===== src/rtl/knn_pkg.sv =====
// Shared types and widths for the k-NN distance sequencer.
package knn_pkg;

  localparam int KNN_WIDTH = 4;
  localparam int KNN_TAG   = 2;
  localparam int PT_W      = KNN_TAG + KNN_WIDTH;
  localparam int DIST_W    = KNN_TAG + 2 * KNN_WIDTH;

  typedef enum logic [2:0] {
    IDLE  = 3'd0,
    RUN   = 3'd1,
    DRAIN = 3'd2,
    DONE  = 3'd3,
    ERR   = 3'd4
  } knn_ctrl_state_e;

  typedef enum logic [1:0] {
    SEL_EUC = 2'b00,
    SEL_SQ  = 2'b01,
    SEL_MAN = 2'b10
  } dist_sel_e;

  localparam logic [1:0] SEL_ILLEGAL = 2'b11;

endpackage


===== src/rtl/knn_fetch_fifo.sv =====
// Two-entry FIFO buffering point-memory read data ahead of the distance unit.
module knn_fetch_fifo #(
  parameter int W = 12
) (
  input  logic         clk_i,
  input  logic         rst_ni,
  input  logic         push,
  input  logic [W-1:0] push_data,
  input  logic         pop,
  output logic [W-1:0] head,
  output logic [1:0]   cnt
);

  logic [W-1:0] mem [2];
  logic         wr_ptr;
  logic         rd_ptr;

  always_ff @(posedge clk_i or negedge rst_ni) begin
    if (!rst_ni) begin
      mem[0] <= '0;
      mem[1] <= '0;
      wr_ptr <= 1'b0;
      rd_ptr <= 1'b0;
      cnt    <= 2'd0;
    end else begin
      if (push) begin
        mem[wr_ptr] <= push_data;
        wr_ptr      <= ~wr_ptr;
      end
      if (pop) rd_ptr <= ~rd_ptr;
      case ({push, pop})
        2'b10:   cnt <= cnt + 2'd1;
        2'b01:   cnt <= cnt - 2'd1;
        default: cnt <= cnt;
      endcase
    end
  end

  assign head = mem[rd_ptr];

endmodule


===== src/rtl/knn_dist_ctrl.sv =====
// Sequencer feeding training points to the distance unit and forwarding results to the sorter.
// Optional KNN_CTRL_PERF_EN adds busy-cycle and issue-stall counters.
module knn_dist_ctrl
  import knn_pkg::*;
#(
  parameter int WIDTH    = KNN_WIDTH,
  parameter int TAG      = KNN_TAG,
  parameter int MEM_SIZE = 1024,
  parameter int MAX_OUT  = 4,
  localparam int IW      = $clog2(MEM_SIZE),
  localparam int PW      = TAG + WIDTH,
  localparam int DW      = TAG + 2 * WIDTH
) (
  input  logic          clk_i,
  input  logic          rst_ni,
  input  logic          start_i,
  input  logic [IW-1:0] num_i,
  input  logic [1:0]    sel_i,
  output logic          busy_o,
  output logic          done_o,
  output logic          err_o,
  output logic          mem_re_o,
  output logic [IW-1:0] mem_addr_o,
  input  logic [PW-1:0] mem_x_i,
  input  logic [PW-1:0] mem_y_i,
  output logic          dist_valid_o,
  input  logic          dist_ready_i,
  output logic [PW-1:0] dist_x2_o,
  output logic [PW-1:0] dist_y2_o,
  output logic [1:0]    dist_sel_o,
  input  logic          res_valid_i,
  input  logic [DW-1:0] res_dist_i,
  output logic          res_yumi_o,
  output logic          out_valid_o,
  input  logic          out_ready_i,
  output logic [DW-1:0] out_dist_o,
  output logic [IW-1:0] out_idx_o,
  output logic          out_last_o,
`ifdef KNN_CTRL_PERF_EN
  output logic [31:0]   perf_cycles_o,
  output logic [31:0]   perf_stall_o,
`endif
  output logic [2:0]    state_o
);

  // Handshakes: a point moves to the distance unit when dist_valid_o & dist_ready_i
  // (offer held stable until then); a result is consumed when res_yumi_o is high.
  knn_ctrl_state_e state;
  logic [IW-1:0]   num_q;
  logic [1:0]      sel_q;
  logic [IW-1:0]   res_idx;
  logic [IW:0]     fetch_ptr;
  logic            rd_pend;
  logic [3:0]      inflight;
  logic [1:0]      fifo_cnt;
  logic            fire;
  logic            fetch_left;
  logic            fifo_room;
  logic            credit_ok;
  logic            last_yumi;

  knn_fetch_fifo #(.W(2 * PW)) u_fifo (
    .clk_i     (clk_i),
    .rst_ni    (rst_ni),
    .push      (rd_pend),
    .push_data ({mem_x_i, mem_y_i}),
    .pop       (fire),
    .head      ({dist_x2_o, dist_y2_o}),
    .cnt       (fifo_cnt)
  );

  assign fire         = dist_valid_o & dist_ready_i;
  assign dist_valid_o = (fifo_cnt != 2'd0);
  assign busy_o       = (state == RUN) | (state == DRAIN) | (state == ERR);
  assign out_valid_o  = res_valid_i & busy_o;
  assign res_yumi_o   = res_valid_i & out_ready_i & busy_o;
  assign out_dist_o   = res_dist_i;
  assign out_idx_o    = res_idx;
  assign out_last_o   = out_valid_o & (res_idx == num_q);
  assign last_yumi    = res_yumi_o & (res_idx == num_q);
  assign dist_sel_o   = sel_q;
  assign state_o      = state;

  // A pop in the same cycle frees a FIFO slot, so the fetch path sustains one point per cycle.
  assign fetch_left = (fetch_ptr <= {1'b0, num_q});
  assign fifo_room  = ({1'b0, fifo_cnt} + {2'b0, rd_pend}) < (3'd2 + {2'b0, fire});
  assign credit_ok  = ({1'b0, inflight} + {3'b0, fifo_cnt} + {4'b0, rd_pend}) < 5'(MAX_OUT);
  assign mem_re_o   = (state == RUN) & fetch_left & fifo_room & credit_ok;
  assign mem_addr_o = fetch_ptr[IW-1:0];

  always_ff @(posedge clk_i or negedge rst_ni) begin
    if (!rst_ni) begin
      state     <= IDLE;
      num_q     <= '0;
      sel_q     <= 2'b00;
      err_o     <= 1'b0;
      done_o    <= 1'b0;
      fetch_ptr <= '0;
      rd_pend   <= 1'b0;
      inflight  <= 4'd0;
      res_idx   <= '0;
    end else begin
      done_o  <= 1'b0;
      rd_pend <= mem_re_o;
      if (mem_re_o) fetch_ptr <= fetch_ptr + 1'b1;
      if (fire && !res_yumi_o) inflight <= inflight + 4'd1;
      else if (!fire && res_yumi_o) inflight <= inflight - 4'd1;
      if (res_yumi_o) res_idx <= res_idx + 1'b1;
      case (state)
        IDLE: begin
          if (start_i) begin
            num_q     <= num_i;
            sel_q     <= sel_i;
            fetch_ptr <= '0;
            res_idx   <= '0;
            inflight  <= 4'd0;
            err_o     <= (sel_i == SEL_ILLEGAL);
            state     <= (sel_i == SEL_ILLEGAL) ? ERR : RUN;
          end
        end
        RUN: begin
          // A zero-latency distance unit can return the last result before RUN is left.
          if (last_yumi) begin
            state  <= DONE;
            done_o <= 1'b1;
          end else if (!fetch_left && fifo_cnt == 2'd0 && !rd_pend) begin
            state <= DRAIN;
          end
        end
        DRAIN: begin
          if (last_yumi) begin
            state  <= DONE;
            done_o <= 1'b1;
          end
        end
        ERR: begin
          state  <= DONE;
          done_o <= 1'b1;
        end
        DONE:    state <= IDLE;
        default: state <= IDLE;
      endcase
    end
  end

`ifdef KNN_CTRL_PERF_EN
  always_ff @(posedge clk_i or negedge rst_ni) begin
    if (!rst_ni) begin
      perf_cycles_o <= '0;
      perf_stall_o  <= '0;
    end else if (state == IDLE && start_i) begin
      perf_cycles_o <= '0;
      perf_stall_o  <= '0;
    end else begin
      if (busy_o && perf_cycles_o != '1) perf_cycles_o <= perf_cycles_o + 32'd1;
      if (dist_valid_o && !dist_ready_i && perf_stall_o != '1) perf_stall_o <= perf_stall_o + 32'd1;
    end
  end
`endif

endmodule


===== config.mk =====
export PLATFORM = sky130hd
export DESIGN_NAME = knn_dist_ctrl
export DESIGN_NICKNAME = d
export VERILOG_FILES = /design/src/rtl/knn_pkg.sv /design/src/rtl/knn_fetch_fifo.sv /design/src/rtl/knn_dist_ctrl.sv
export SDC_FILE = /design/constraint.sdc
export NUM_CORES = 1
export LEC_CHECK = 0
export BUFFER_PORTS_ARGS = -buffer_cell sky130_fd_sc_hd__buf_2
export CORE_ASPECT_RATIO = 1.5
export CORE_MARGIN = 1
export CORE_UTILIZATION = 58
export CTS_CLUSTER_SIZE = 28
export DETAILED_ROUTE_END_ITERATION = 6
export GPL_TIMING_DRIVEN = 1
export PLACE_DENSITY_LB_ADDON = 0.25
export SLEW_MARGIN = 0
export SYNTH_ARGS = -nofsm -noshare
export SYNTH_HDL_FRONTEND = slang
export SYNTH_SLANG_ARGS = --single-unit

===== constraint.sdc =====
create_clock -name clk_i -period 4.6 [get_ports clk_i]
set_input_delay 0.23 -clock clk_i [delete_from_list [all_inputs] [get_ports clk_i]]
set_output_delay 0.23 -clock clk_i [all_outputs]
set_load 0.02 [all_outputs]

* After elaboration in Yosys (flattened, before gate mapping)
Index checks and enable logic that the tools add are counted.
Storage, ports and cells: register bits 71, output and inout bits 55, logic and storage cells 96
Cells by class: eq/ne operators 10, reductions and logical operators 16, magnitude comparators 6, bitwise gates (word level) 15, multiplexer cells 25, add/sub/neg operators 10
Operator list (count):
- $mux W12 | 4
- $mux W11 | 3
- $mux W10 | 3
- $bwmux W24 | 1
- $mux W4 | 4
- $mux W3 | 5
- $demux W12 S1 | 1
- $pmux W3 S4 | 1
- $add A11 B1 Y11 const B | 1
- $le A11 B10 Y1 | 1
- $add A10 B1 Y10 const B | 1
- $eq A10 B10 Y1 | 1
- $and A1 B1 Y1 | 9
- $add A4 B2 Y5 | 1
- $add A5 B1 Y5 | 1
- $logic_and A1 B1 Y1 | 5
- $lt A5 B3 Y1 const B | 1
- $add A4 B1 Y4 const B | 1
- $eq A2 B2 Y1 const B | 2
- $ge A2 B2 Y1 const B | 2
- $logic_not A1 Y1 | 4
- $ne A2 B2 Y1 const B | 2
- $not A1 Y2 | 2
- $pmux W2 S2 | 1
- other kinds (22) | 25

* Longest topological paths before layout
Gate-level depths: netlist of run 1.
depth in word-level cells 9, mapped depth 8, depth with buffers taken out 8

* Hierarchy
A second synthesis of run 1 with hierarchy kept.
Second synthesis, totals: cells, all modules 384, area, all modules 4068.9 µm²
By module, submodules not included:
- knn_dist_ctrl | seq. area each 1076.0 µm², cells each 307, times used 1, area each 2816.5 µm²
- knn_fetch_fifo | seq. area each 700.7 µm², cells each 77, times used 1, area each 1252.5 µm²

* Worst setup path before layout of run 1
Ideal clock, no wire load.
path kind reg2reg, start register state[2] (netlist: state_o[2]), end register state[0] (netlist: state_o[0]), library setup time 0.146 ns, arrival time 2.124 ns, path slack 2.330 ns, data required time 4.454 ns, stages on the path, launching flop included 8, path through dfrtp_1 buf_2 xnor2_1 o21ai_0 nand2_1 or3_1 o311ai_1 o311ai_1
Between the ends: cells in the longest elaborated chain, start to end 7
RTL lines:
- start: declaration | line knn_dist_ctrl.sv:48 | knn_ctrl_state_e state;
- start signal: assignment | line knn_dist_ctrl.sv:118 | state <= (sel_i == SEL_ILLEGAL) ? ERR : RUN;
- $eq A3 B1 Y1 / $eq A3 B2 Y1 (equally long branches) | line knn_dist_ctrl.sv:74 | assign busy_o = (state == RUN) | (state == DRAIN) | (state == ERR);
- $or A1 B1 Y1 | line knn_dist_ctrl.sv:74
- $or A1 B1 Y1 * | line knn_dist_ctrl.sv:74
- named net busy_o | line knn_dist_ctrl.sv:19 | output logic busy_o,
- $and A1 B1 Y1 * | line knn_dist_ctrl.sv:76 | assign res_yumi_o = res_valid_i & out_ready_i & busy_o;
- $and A1 B1 Y1 * | line knn_dist_ctrl.sv:80 | assign last_yumi = res_yumi_o & (res_idx == num_q);
- $mux W3 (tied with other cells) | line knn_dist_ctrl.sv:123 | if (last_yumi) begin
- $pmux W3 S4 / $reduce_and A3 Y1 (equally long branches)
The timed path passes the listed nets; every way through them passes the cells marked *. A chain may end at the register's enable or synchronous reset.

* Final worst setup path of run 1
start register rd_pend, end output port mem_re_o
Between the ends: cells in the longest elaborated chain, start to end 4
RTL lines:
- start: declaration | line knn_dist_ctrl.sv:53 | logic rd_pend;
- start signal: assignment | line knn_dist_ctrl.sv:104 | rd_pend <= mem_re_o;
- branches (longest 3 deep; another with $add A5 B1 Y5)
- $and A1 B1 Y1 * | line knn_dist_ctrl.sv:88 | assign mem_re_o = (state == RUN) & fetch_left & fifo_room & credit_ok;
- end: declaration | line knn_dist_ctrl.sv:22 | output logic mem_re_o,
Mark *: on every way between the ends.

==> results by stage, run 1 <==
Clock tree:
- After clock tree synthesis, the clock-pin slew on the worst setup and hold paths is 0.07 ns.
- The count of cells resized by post-cts repair is 0.
- No sink is reached through more buffers than the 2 on the longest clock path.
- The total number of clock tree sinks is 71.
- The total clock buffers created by CTS is 9.
- CTS built an H-tree with a depth of 3.
- The later pin in the worst-skew pair is clocked with a latency of 0.34 ns.
- The number of hold buffers added after CTS was 1.
- The CTS root buffer is clkbuf_8.
- The CTS tree is yes.
- After clock tree synthesis, the setup repair step added 0 buffers.

Synth:
- Among all flip-flop cells after synthesis, the most frequent one is dfrtp_1.
- The number of instances in the synthesized netlist is 369.
- The sequential-to-total area share from yosys stat is 0.452.
- In this run, distinct cell masters in the synthesized netlist total 49.
- The synthesized net count is 428.
- Synthesis inferred 71 register bits.
- The post-synthesis instance area is 3930 µm².
- The number of synthesized flops with an enable pin is 0.
- The mean post-synth cell area is 10.7 µm².
- The share of async-settable or async-resettable flops after synthesis is 1.00.
- During synthesis, Yosys emitted a total of 0 warnings.

Final layout:
- Compared with the post-synthesis result, the final layout area differs by 12.9%.
- The net count of the finished layout is 484.
- At the end of the flow the core is filled with cells to 0.680.
- The share of post-route cells with drive strength above 1 is 0.340.
- After the flow finishes, the layout carries non-filler instances totaling 506.
- The number of diodes added for antenna fixing is 0.

Critical path:
- The delay of the slowest critical-path stage is 0.46 ns.
- The critical path buffer and inverter count is 1.
- The required time reported for the critical path endpoint is 4.37 ns.
- Of all nets on the critical path, the largest fanout is 6.
- The critical path startpoint is rd_pend.
- The critical path arrival is 2.55 ns.
- The standard cell with the maximum stage delay on the critical path is dfrtp_1.
- The worst register-to-register path begins at rd_pend.
- STA classifies the critical path startpoint as a flip-flop.
- The kind of critical path is flip-flop to output pin.
- STA classifies the critical path endpoint as an output pin.
- Walking the worst path, the cells encountered are ha_1 -> ha_1 -> nor4_1 -> o211ai_1 -> nand2b_1 -> a21oi_2 -> buf_2.
- Among cell families on the critical path, the largest total delay comes from simple AND/OR/NAND/NOR gates.
- The cell with the most instances on the worst path is ha_1.

Routing:
- The iteration-0 DRC count of the detailed router is 112.
- The sum of routed wire length over all layers is 7.67 mm.
- The number of iterations in the first detailed-routing pass is 4.
- The average wire per cell in the routed design is 15.2 µm.
- The final route contains 2797 vias.
- In this run the remaining antenna-violating nets after routing total 0.
- The via density per instance is 5.53.
- For this run, design rule violations remaining after detail routing come to 0.

Timing:
- The number of hold violations in the final report is 0.
- The final period utilization is 0.604.
- The final setup TNS is 0 ns.
- Setup violations remaining at the end of the flow were counted as 0.
- The max-slew violation total from the final report is 0.
- Across all setup checks in the final design, the least slack found is 1.82 ns.
- The maximum clock skew at final layout is 0.0125 ns.
- In this run the tightest slew margin relative to its limit is 0.289.
- Setup repair after global routing left no endpoint under its margin.
- At the pin with the least slew margin, the transition time is 1.06 ns.
- The highest achievable clock rate is 360 MHz.
- The final period demand of the worst path is 2.78 ns.

Worst hold path:
- The tightest min-delay check is of the input port to flip-flop type.
- The beginning of the worst hold path is num_i[0].

Run status:
- The run finished with clean final reports.

Run:
- The reported max-cap violation count is 0.

Placement:
- The placed cell count is 489.
- Detailed placement finished with a half-perimeter wire length of 5.65 mm.
- The final weighted congestion in routability-driven placement is 0.861.
- Input and output buffers added on the ports amount to 74.
- Before CTS, the worst setup slack after placement is 2.16 ns.

Floorplanning:
- The region available for standard cell placement spans 6530 µm².
- The vertical die dimension is 103 µm.
- The initialized floorplan defines 36 standard-cell rows.
- The effective utilization at floorplan is 0.602.
- The die area is 7120 µm².
- The number of top-level pins is 95.
- The floorplan die width is 69.2 µm.

Global routing:
- The number of antenna violations at the first check in global routing is 0.
- Entering global routing, the biggest net connects 47 pins.
- The first-pass GRT wire length is 12.9 mm.
- The total congestion overflow is 0.
- The via count of the first global-routing pass is 2769.
- In the global route stage, overall resource usage came out at 0.232.

Power and ir drop:
- Summed over all cells, the static leakage comes to 2.24 nW.
- The peak ir drop on the vdd network is 0.000394 V.
- Power spread over the standard cell area amounts to 643 nW/µm².
- The overall power after layout is 2.86 mW.
==> sequential cells by signal (all words and copies together), names as in the netlist <==
name	cells
dist_sel_o	2
done_o	1
err_o	1
fetch_ptr	11
inflight	4
num_q	10
out_idx_o	10
rd_pend	1
state_o	3
u_fifo.cnt	2
u_fifo.mem	24
u_fifo.rd_ptr	1
u_fifo.wr_ptr	1
==> layout by cell type, fill, tap and decap left out, types with 3 or more instances in the layout <==
cell type and instances:
a211oi_1 3, a21oi_1 8, and3_1 4, buf_2 74, clkbuf_8 11, dfrtp_1 71, ha_1 19, inv_1 18
mux2_2 37, mux2i_1 7, nand2_1 41, nand3_1 5, nand3b_1 3, nand4_1 7, nor2_1 22, nor3_1 4
nor4_1 3, o21ai_0 15, or2_2 7, xnor2_1 16, xor2_1 16
==> through the flow <==
step	area [µm²]	hold WS (ns)
global route	4440	0.102
finish	4440	0.0840
detailed placement	4210	0.264
floorplan	3930	-0.0656
CTS	4440	0.0780
global placement	4210	0.254
==> worst paths after layout <==
check                      cells past startpoint              to  slack, ns
hold / removal                                 3        num_q[0]       0.08
min in group asynchronous                      2  u_fifo.mem[15]       0.41
hold reg to reg                                2   dist_sel_o[1]       0.49
setup reg to reg                               8    fetch_ptr[2]       2.20
max in group asynchronous                      3   u_fifo.mem[5]       3.16
setup / recovery                               7        mem_re_o       1.82
==> metal layers <==
| metal | wire, µm | vias to the layer above | GRT usage |
|---|---|---|---|
| met3 | 285 | 10 | 0.0450 |
| met4 | 142 | 0 | 0.0801 |
| met5 | 0 | - | 0 |
| met1 | 3310 | 1354 | 0.282 |
| li1 | - | 1354 | - |
| met2 | 3930 | 79 | 0.412 |
==> synth_stat cells (4+ instances only) <==
cell | instances | share of area
or2_2 | 7 | 0.011
xor2_1 | 16 | 0.036
xnor2_1 | 16 | 0.036
buf_4 | 21 | 0.040
mux2i_1 | 7 | 0.018
a21oi_1 | 8 | 0.010
nor3_1 | 4 | 0.0051
nor2_1 | 22 | 0.021
inv_1 | 18 | 0.017
mux2_2 | 37 | 0.11
o21ai_0 | 15 | 0.019
nand2_1 | 41 | 0.039
nand3_1 | 5 | 0.0064
nand4_1 | 7 | 0.011
dfrtp_1 | 71 | 0.45
and3_1 | 4 | 0.0064
clkbuf_1 | 6 | 0.0057
ha_1 | 19 | 0.060
==> area by class of cell <==
class                   instances  area [µm²]
clock inverters                 3        65.1
clock buffers                  13         159
repair buffers                 77         395
well taps                      76        95.1
flip-flops and latches         71        1780
fillers                       514        2090
multi-input cells             248        1880
inverters                      18        67.6
==> tightest hold or removal path, cell delays in order <==
cell and delay [ns]:
buf_2 0.08, nand2_1 0.04, nand2_1 0.04
==> cell families (layout without fill, tap and decap cells) <==
group / after synthesis / count (layout) / synth area share
simple gates: 114 / 114 / 0.154
flops: 71 / 71 / 0.452
buf+inv: 50 / 111 / 0.0719
mux: 44 / 44 / 0.124
compound gates: 39 / 39 / 0.0668
xor+xnor: 32 / 32 / 0.0713
fa+ha+maj: 19 / 19 / 0.0605
==> where the power goes <==
part           total, mW  internal (mW)  switching (mW)
sequential          1.06          0.854           0.208
combinational       1.24          0.566           0.673
clock              0.556          0.335           0.221
(Power assumes the default switching activity.)
==> run 2: changes to the inputs <==
--- a/config.mk
+++ b/config.mk
@@ -5,10 +5,11 @@
 export SDC_FILE = /design/constraint.sdc
 export NUM_CORES = 1
 export LEC_CHECK = 0
+export ABC_AREA = 1
 export BUFFER_PORTS_ARGS = -buffer_cell sky130_fd_sc_hd__buf_2
 export CORE_ASPECT_RATIO = 1.5
 export CORE_MARGIN = 1
-export CORE_UTILIZATION = 58
+export CORE_UTILIZATION = 55
 export CTS_CLUSTER_SIZE = 28
 export DETAILED_ROUTE_END_ITERATION = 6
 export GPL_TIMING_DRIVEN = 1
==> constraint.sdc (replaced) <==
create_clock -name clk_i -period 2.8 [get_ports clk_i]
set_input_delay 0.14 -clock clk_i [delete_from_list [all_inputs] [get_ports clk_i]]
set_output_delay 0.14 -clock clk_i [all_outputs]
set_load 0.02 [all_outputs]
==> results by stage, run 2 <==
Final layout:
- Counting the fill cells in the layout gives 662.
- Leaving out fill and tap cells, the most frequent cell in the layout is nand2_1.
- The number of diodes added for antenna fixing is 0.
- The total area of sequential cells is 1780 µm².
- The post-route non-filler standard cell count is 714.
- The top cell types in the final layout, fill and taps aside, are 161 x nand2_1, 74 x inv_1, 74 x buf_2.
- The net total in the final layout is 668.
- The area growth from synthesis to layout is 15.8%.
- The register with the most flip-flops in the layout has 24 of them.
- The area taken by multi-input logic gates is 1930 µm².
- The largest registers in the layout are u_fifo.mem x24, fetch_ptr x11.
- The register ranked first by flip-flop count is u_fifo.mem.
- The share of post-route cells with drive strength above 1 is 0.208.

Clock tree:
- The number of setup buffers added after CTS is 0.
- The clock network latency to the later pin of the worst-skew pair is 0.36 ns.
- The clock-pin slew on the worst setup and hold paths is 0.07 ns.
- The total clock buffers created by CTS is 9.
- The buffer depth of the longest clock path is 2.
- The H-tree generated during clock tree synthesis spans 3 levels.
- The CTS tree is yes.
- The total number of clock tree sinks is 71.
- In this run the clock root is driven by a clkbuf_8.

Placement:
- At the end of routability-driven placement, the weighted congestion stood at 0.879.
- Port buffering added 74 buffers.
- The placed cell count is 689.
- The detailed placer's ending HPWL is 6.90 mm.

Power and ir drop:
- The internal portion of the total power is 2.82 mW.
- Of the total power, the clock network draws 0.200.
- The switching power as a share of total power is 0.437.
- In this run the static leakage power is 2.66 nW.
- The portion of total power attributed to combinational logic is 0.455.
- Of the total power, registers draw 0.346.
- Dividing total power by cell area gives a power density of 1030 nW/µm².
- The switching power total is 2.20 mW.
- The peak ir drop on the vdd network is 0.000795 V.

Floorplanning:
- The floorplan die width is 73.3 µm.
- The effective utilization at floorplan is 0.573.
- The core box area is 7320 µm².
- The die covers 8000 µm².
- The number of top-level pins is 95.
- The die is 109 µm tall.
- The number of placement rows is 38.

Synth:
- Counting instances in the post-synthesis netlist gives the leading cell types as 161 x nand2_1, 74 x inv_1, 71 x dfrtp_1.
- The synthesized design contains 0 enable-type register cells.
- Of the total synthesized cell area, the portion taken by full adders, half adders and majority gates is 0.0566.
- Of the total synthesized cell area, the portion taken by XOR and XNOR cells is 0.0167.
- The primary flip-flop cell chosen by synthesis mapping is dfrtp_1.
- Dividing the synthesized area by the synthesized cell count gives 7.72 µm².
- After technology mapping, the gate count stands at 544.
- After synthesis the cells add up to 4200 µm².
- The proportion of netlist area held by the largest area contributor is 0.423.
- In the post-synthesis netlist, the biggest area contributors are dfrtp_1 42%, nand2_1 14%, inv_1 6.6%.
- The total number of yosys warnings is 0.
- By area, the combinational part of the netlist is dominated by simple AND/OR/NAND/NOR gates.
- Synthesis inferred 71 register bits.
- The share of async-settable or async-resettable flops after synthesis is 1.00.
- After synthesis, the netlist uses 38 different library cells.
- The mux contribution to synthesized area is 0.
- The largest total area in the synthesized netlist belongs to dfrtp_1.
- The number of nets handed over by synthesis was 603.
- The most frequent cell after synthesis is nand2_1.
- The sequential-to-total area share from yosys stat is 0.423.
- The area share of and/or/nand/nor cells after synthesis is 0.285.
- The complex-gate fraction of the synthesized area came to 0.101.

Run:
- The tool flagged a number of max-cap violations equal to 0.

Timing:
- Adding up every negative setup slack in the final design gives 0 ns.
- The maximum clock skew at final layout is 0.0132 ns.
- The max-slew violation total from the final report is 0.
- The tightest slew margin relative to the limit is 0.501.
- After layout, the minimum clock period comes to 2.23 ns.
- Timing would allow up to 449 MHz.
- At the pin with the least slew margin, the transition time is 0.748 ns.
- Setup violations remaining at the end of the flow were counted as 0.
- Of the available clock period, the critical path in the final layout requires 0.796.
- The number of hold violations in the final report is 0.
- Setup repair after global routing left no endpoint under its margin.

Routing:
- After detailed routing, the met2 layer carries 4.90 mm of wire.
- The highest metal layer used by the detailed router is met4.
- For this run, the detailed router's first-pass iteration total came to 5.
- In this run the remaining antenna-violating nets after routing total 0.
- The via density per instance is 5.19.
- The wire length on met3 is 346 µm.
- The sum of routed wire length over all layers is 9.39 mm.
- The post-route DRC violation count is 0.
- The average wire per cell in the routed design is 13.2 µm.
- After the first detailed-routing iteration, the DRC count stood at 233.
- In the final routing, the length of wire on met1 measures 3.78 mm.
- For this block, the via count after detailed routing is 3705.

Run status:
- The flow ran to the end, and the final reports show no timing, DRC or antenna violations.

Critical path:
- The kind of critical path is flip-flop to output pin.
- The category of the worst setup path capture point is an output pin.
- The required time reported for the critical path endpoint is 2.66 ns.
- The largest fanout on the critical path is 6.
- Data arrives at the worst endpoint at 2.09 ns.
- The category of the worst setup path launch point is a flip-flop.

Global routing:
- The maximum number of pins on one net before global-route repair is 72.
- The first-pass GRT wire length is 15.3 mm.
- The via count of the first global-routing pass is 3476.
- The number of antenna violations at the first check in global routing was 0.
- In the global route stage, overall resource usage came out at 0.252.
- For this run the aggregate overflow at the end of global routing stands at 0.

Worst hold path:
- The class of the worst hold path is input port to flip-flop.
==> run 2: cell count changes in the layout (fill, tap and decap cells not counted), sizes merged, moves of 8 or more <==
| cell | delta |
|---|---|
| nand2 | +129 |
| inv | +60 |
| o21ai | +38 |
| mux2 | -37 |
| nor2 | +19 |
| xnor2 | -13 |
| a21oi | +11 |
| xor2 | -11 |
| nand3 | +10 |
| dlygate4sd3 | +8 |
==> run 2: layout make-up <==
cell class / instances / share of cell area
Inverter: 79 / 0.0612
Tap cell: 100 / 0.0257
Timing Repair Buffer: 85 / 0.100
Multi-Input combinational cell: 363 / 0.397
Clock inverter: 6 / 0.0221
Sequential cell: 71 / 0.365
Clock buffer: 10 / 0.0283
==> run 2: final timing paths <==
kind / from / end / slack (ns) / cells after the start
max reg2reg: fetch_ptr[5] / fetch_ptr[2] / 0.85 / 12
min in group asynchronous: rst_ni / out_idx_o[7] / 0.32 / 3
max: fetch_ptr[5] / mem_re_o / 0.57 / 10
min reg2reg: dist_sel_o[1] / dist_sel_o[1] / 0.47 / 2
max in group asynchronous: rst_ni / fetch_ptr[9] / 2.15 / 3
min: sel_i[1] / dist_sel_o[1] / 0.008 / 3
==> run 2: cell families after synthesis <==
family,after synthesis
and+or+nand+nor,256
buffers and inverters,110
AOI/OAI and AO/OA,80
DFF,71
adders and majority gates,19
xor gates and xnor gates,8
==> run 2: what timing repair did <==
item,CTS,global route
hold endpoints to repair,79,0
setup endpoints to repair,0,0
gates resized for setup,0,0
hold buffers,9,0
==> run 2: worst max-delay path, cell delays in order (launching register included) <==
cell	delay, ns
dfrtp_1	0.45
ha_1	0.31
nand2_1	0.04
inv_1	0.06
nand2_1	0.05
nor2_1	0.15
nand3b_1	0.19
nand2_4	0.16
nand2_4	0.07
clkinv_2	0.08
buf_2	0.17
==> run 2: metal layers <==
| layer | up-vias | GRT usage |
|---|---|---|
| met5 | - | 0 |
| met2 | 105 | 0.446 |
| met4 | 0 | 0.146 |
| li1 | 1827 | - |
| met1 | 1747 | 0.282 |
| met3 | 26 | 0.0397 |
==> run 2: power groups by stage <==
| stage | Sequential [mW] | Combinational (mW) | Clock [mW] |
|---|---|---|---|
| after floorplan | 1.73 | 1.67 | 0 |
| after global placement | 1.73 | 2.21 | 0 |
| after detailed placement | 1.75 | 2.28 | 0 |
| after CTS | 1.73 | 2.30 | 1.02 |
| after global routing | 1.78 | 2.58 | 1.06 |
| final | 1.74 | 2.28 | 1.00 |
==> run 2: through the flow <==
step | hold WS [ns] | setup slack (ns) | util | total power [mW] | cell area (µm²)
floorplan | -0.156 | 1.07 | - | 3.40 | 4200
global placement | 0.193 | 0.951 | 0.618 | 3.94 | 4530
detailed placement | 0.195 | 0.872 | 0.618 | 4.03 | 4530
CTS | 0.00210 | 0.551 | 0.664 | 5.05 | 4860
global route | 0.0129 | 0.419 | 0.664 | 5.43 | 4860
finish | 0.00850 | 0.572 | 0.664 | 5.02 | 4860
==> run 3: changes to the inputs <==
==> constraint.sdc (replaced) <==
create_clock -name clk_i -period 2.2 [get_ports clk_i]
set_input_delay 0.11 -clock clk_i [delete_from_list [all_inputs] [get_ports clk_i]]
set_output_delay 0.11 -clock clk_i [all_outputs]
set_load 0.02 [all_outputs]
==> results by stage, run 3 (synthesis results as in run 2) <==
Worst hold path:
- The class of the worst hold path is input port to flip-flop.
- The beginning of the worst hold path is mem_y_i[0].

Final layout:
- The number of fillers in the final layout is 636.
- The repair_antennas step left the layout with diodes totalling 0.
- The leading cell type in the layout, fill and taps excluded is nand2_1.
- The share of post-route cells with drive strength above 1 is 0.226.
- At the end of the flow the core is filled with cells to 0.684.
- In the layout the commonest cells are 161 x nand2_1, 74 x inv_1, 73 x buf_2.
- The register with the most flip-flops in the layout has 24 of them.
- The area growth from synthesis to layout is 19.3%.
- The net total in the final layout is 683.
- The count of cells in the finished layout, fillers not included, comes to 729.
- The largest registers in the layout are u_fifo.mem x24, fetch_ptr x11.
- Counting flops per register, the top entry is u_fifo.mem.

Critical path:
- The critical path arrival is 1.98 ns.
- The worst setup path is captured at an output pin.
- The reg-to-reg startpoint is fetch_ptr[9].
- The category of the worst setup path launch point is a flip-flop.
- By startpoint and endpoint, the worst setup path is classified as flip-flop to output pin.
- The critical path startpoint is rd_pend.
- STA puts the critical path data required time at 2.09 ns.
- Along the worst path, the maximum fanout reaches 5.

Global routing:
- The number of antenna violations at the first check in global routing is 0.
- Summed over all layers, the global routing overflow is 0.
- In the global route stage, overall resource usage came out at 0.272.
- The first global-routing pass estimated 16.2 mm of wire.
- The maximum number of pins on one net before global-route repair is 72.
- The via count of the first global-routing pass is 3643.

Placement:
- The placed cell count is 691.
- The count of buffers added on input and output ports is 74.
- The final weighted congestion in routability-driven placement is 0.898.
- The detailed placer's ending HPWL is 7.10 mm.

Routing:
- The first routing iteration left 176 violations.
- The final route contains 3750 vias.
- In the routed layout, each cell is associated on average with a via count of 5.14.
- The final layout contains routed wiring with a total length of 9.91 mm.
- Dividing the detail-routed wire length by the instance count gives 13.6 µm.
- After detailed routing, the number of remaining DRC violations is 0.
- Once detail routing completed, the nets flagged for antenna violations numbered 0.
- The number of iterations in the first detailed-routing pass is 4.

Floorplanning:
- The floorplan die width is 73.3 µm.
- The core region is 7320 µm².
- The die area is 8000 µm².
- The floorplan has 38 rows.
- The number of top-level pins is 95.
- The effective utilization at floorplan is 0.573.
- The vertical die dimension is 109 µm.

Power and ir drop:
- The share of total power dissipated in the clock network is 0.195.
- The share of total power dissipated in combinational logic is 0.471.
- The switching power total is 2.84 mW.
- The internal portion of the total power is 3.69 mW.
- The switching power as a share of total power is 0.435.
- The peak ir drop on the vdd network is 0.000897 V.
- For this design the static power due to leakage is 2.72 nW.
- In this run the power density over the cells is 1300 nW/µm².
- The share of total power in sequential cells is 0.334.

Clock tree:
- The total clock buffers created by CTS is 9.
- The maximum level of the CTS H-tree is 3.
- The total number of clock tree sinks is 71.
- TritonCTS built the clock tree.
- The later pin in the worst-skew pair is clocked with a latency of 0.36 ns.
- The clock-pin slew on the worst setup and hold paths is 0.07 ns.
- The buffer depth of the longest clock path is 2.
- The CTS root buffer is clkbuf_8.

Timing:
- The transition time at the pin with the least slew margin is 0.747 ns.
- Across all hold checks on the routed design, the worst slack comes to 0.00758 ns.
- Measured against its own limit, the worst slew margin works out to 0.502.
- Dividing the final minimum period by the clock period gives 0.948.
- The final setup violation count is 0.
- The maximum clock skew at final layout is 0.00886 ns.
- For this run, the top clock speed supported by timing is 479 MHz.
- The max-slew violation total from the final report is 0.
- The number of hold violations in the final report is 0.
- The final period demand of the worst path is 2.09 ns.

Run status:
- The run finished with clean final reports.

Run:
- The tool flagged a number of max-cap violations equal to 0.
[run 3: layer usage]
metal	wire length (µm)	up-vias	track usage
met5	0	-	0
met4	449	0	0.177
met3	435	32	0.0462
met2	5200	123	0.470
met1	3830	1740	0.304
li1	-	1855	-
[run 3: worst paths after layout]
kind,to,slack [ns],depth (start not counted)
worst min register to register,dist_sel_o[1],0.48,2
max in group asynchronous,u_fifo.cnt[0],1.56,3
min in group asynchronous,out_idx_o[5],0.31,3
worst max-delay path,mem_re_o,0.11,10
worst max register to register,fetch_ptr[2],0.18,13
worst min-delay path,u_fifo.mem[12],0.008,3
[run 3: cell type report]
cell class / instances / area [µm²] / share of cell area
Multi-Input combinational cell: 363 / 1950 / 0.388
Timing Repair Buffer: 100 / 622 / 0.124
Clock buffer: 13 / 149 / 0.0297
Tap cell: 100 / 125 / 0.0250
Sequential cell: 71 / 1780 / 0.355
Inverter: 79 / 299 / 0.0597
Clock inverter: 3 / 90.1 / 0.0180
[run 3: per-stage QoR]
stage               total power [mW]  instance area (µm²)  worst slack [ns]  setup TNS (ns)
CTS                             6.46                 4940           0.00170               0
global placement                5.04                 4540             0.340               0
finish                          6.53                 5010             0.114               0
floorplan                       4.33                 4200             0.472               0
global route                    7.08                 5010           -0.0165         -0.0165
detailed placement              5.15                 4540             0.247               0
[run 3: repair_timing]
item | CTS | global route
endpoints found under the hold margin | 85 | 0
buffers inserted | 1 | 6
hold buffers | 15 | 0
pin swaps | 2 | 5
setup endpoints to repair | 1 | 2
resized for setup | 1 | 10
[run 3: power by group through the flow]
stage,Clock (mW),Combinational (mW),Sequential (mW)
4_1_cts,1.29,2.99,2.18
3_3_place_gp,0,2.86,2.17
3_5_place_dp,0,2.95,2.20
2_1_floorplan,0,2.13,2.20
6_report,1.28,3.07,2.18
5_1_grt,1.36,3.47,2.25
[run 3: worst max-delay path: stages (launching register included)]
cell and delay, ns:
dfrtp_1 0.43, ha_2 0.19, ha_2 0.19, nor2_2 0.10
nand3_1 0.08, nor2_2 0.13, o21ai_2 0.08, nor2_4 0.15
nand2_4 0.08, inv_4 0.07, buf_6 0.11
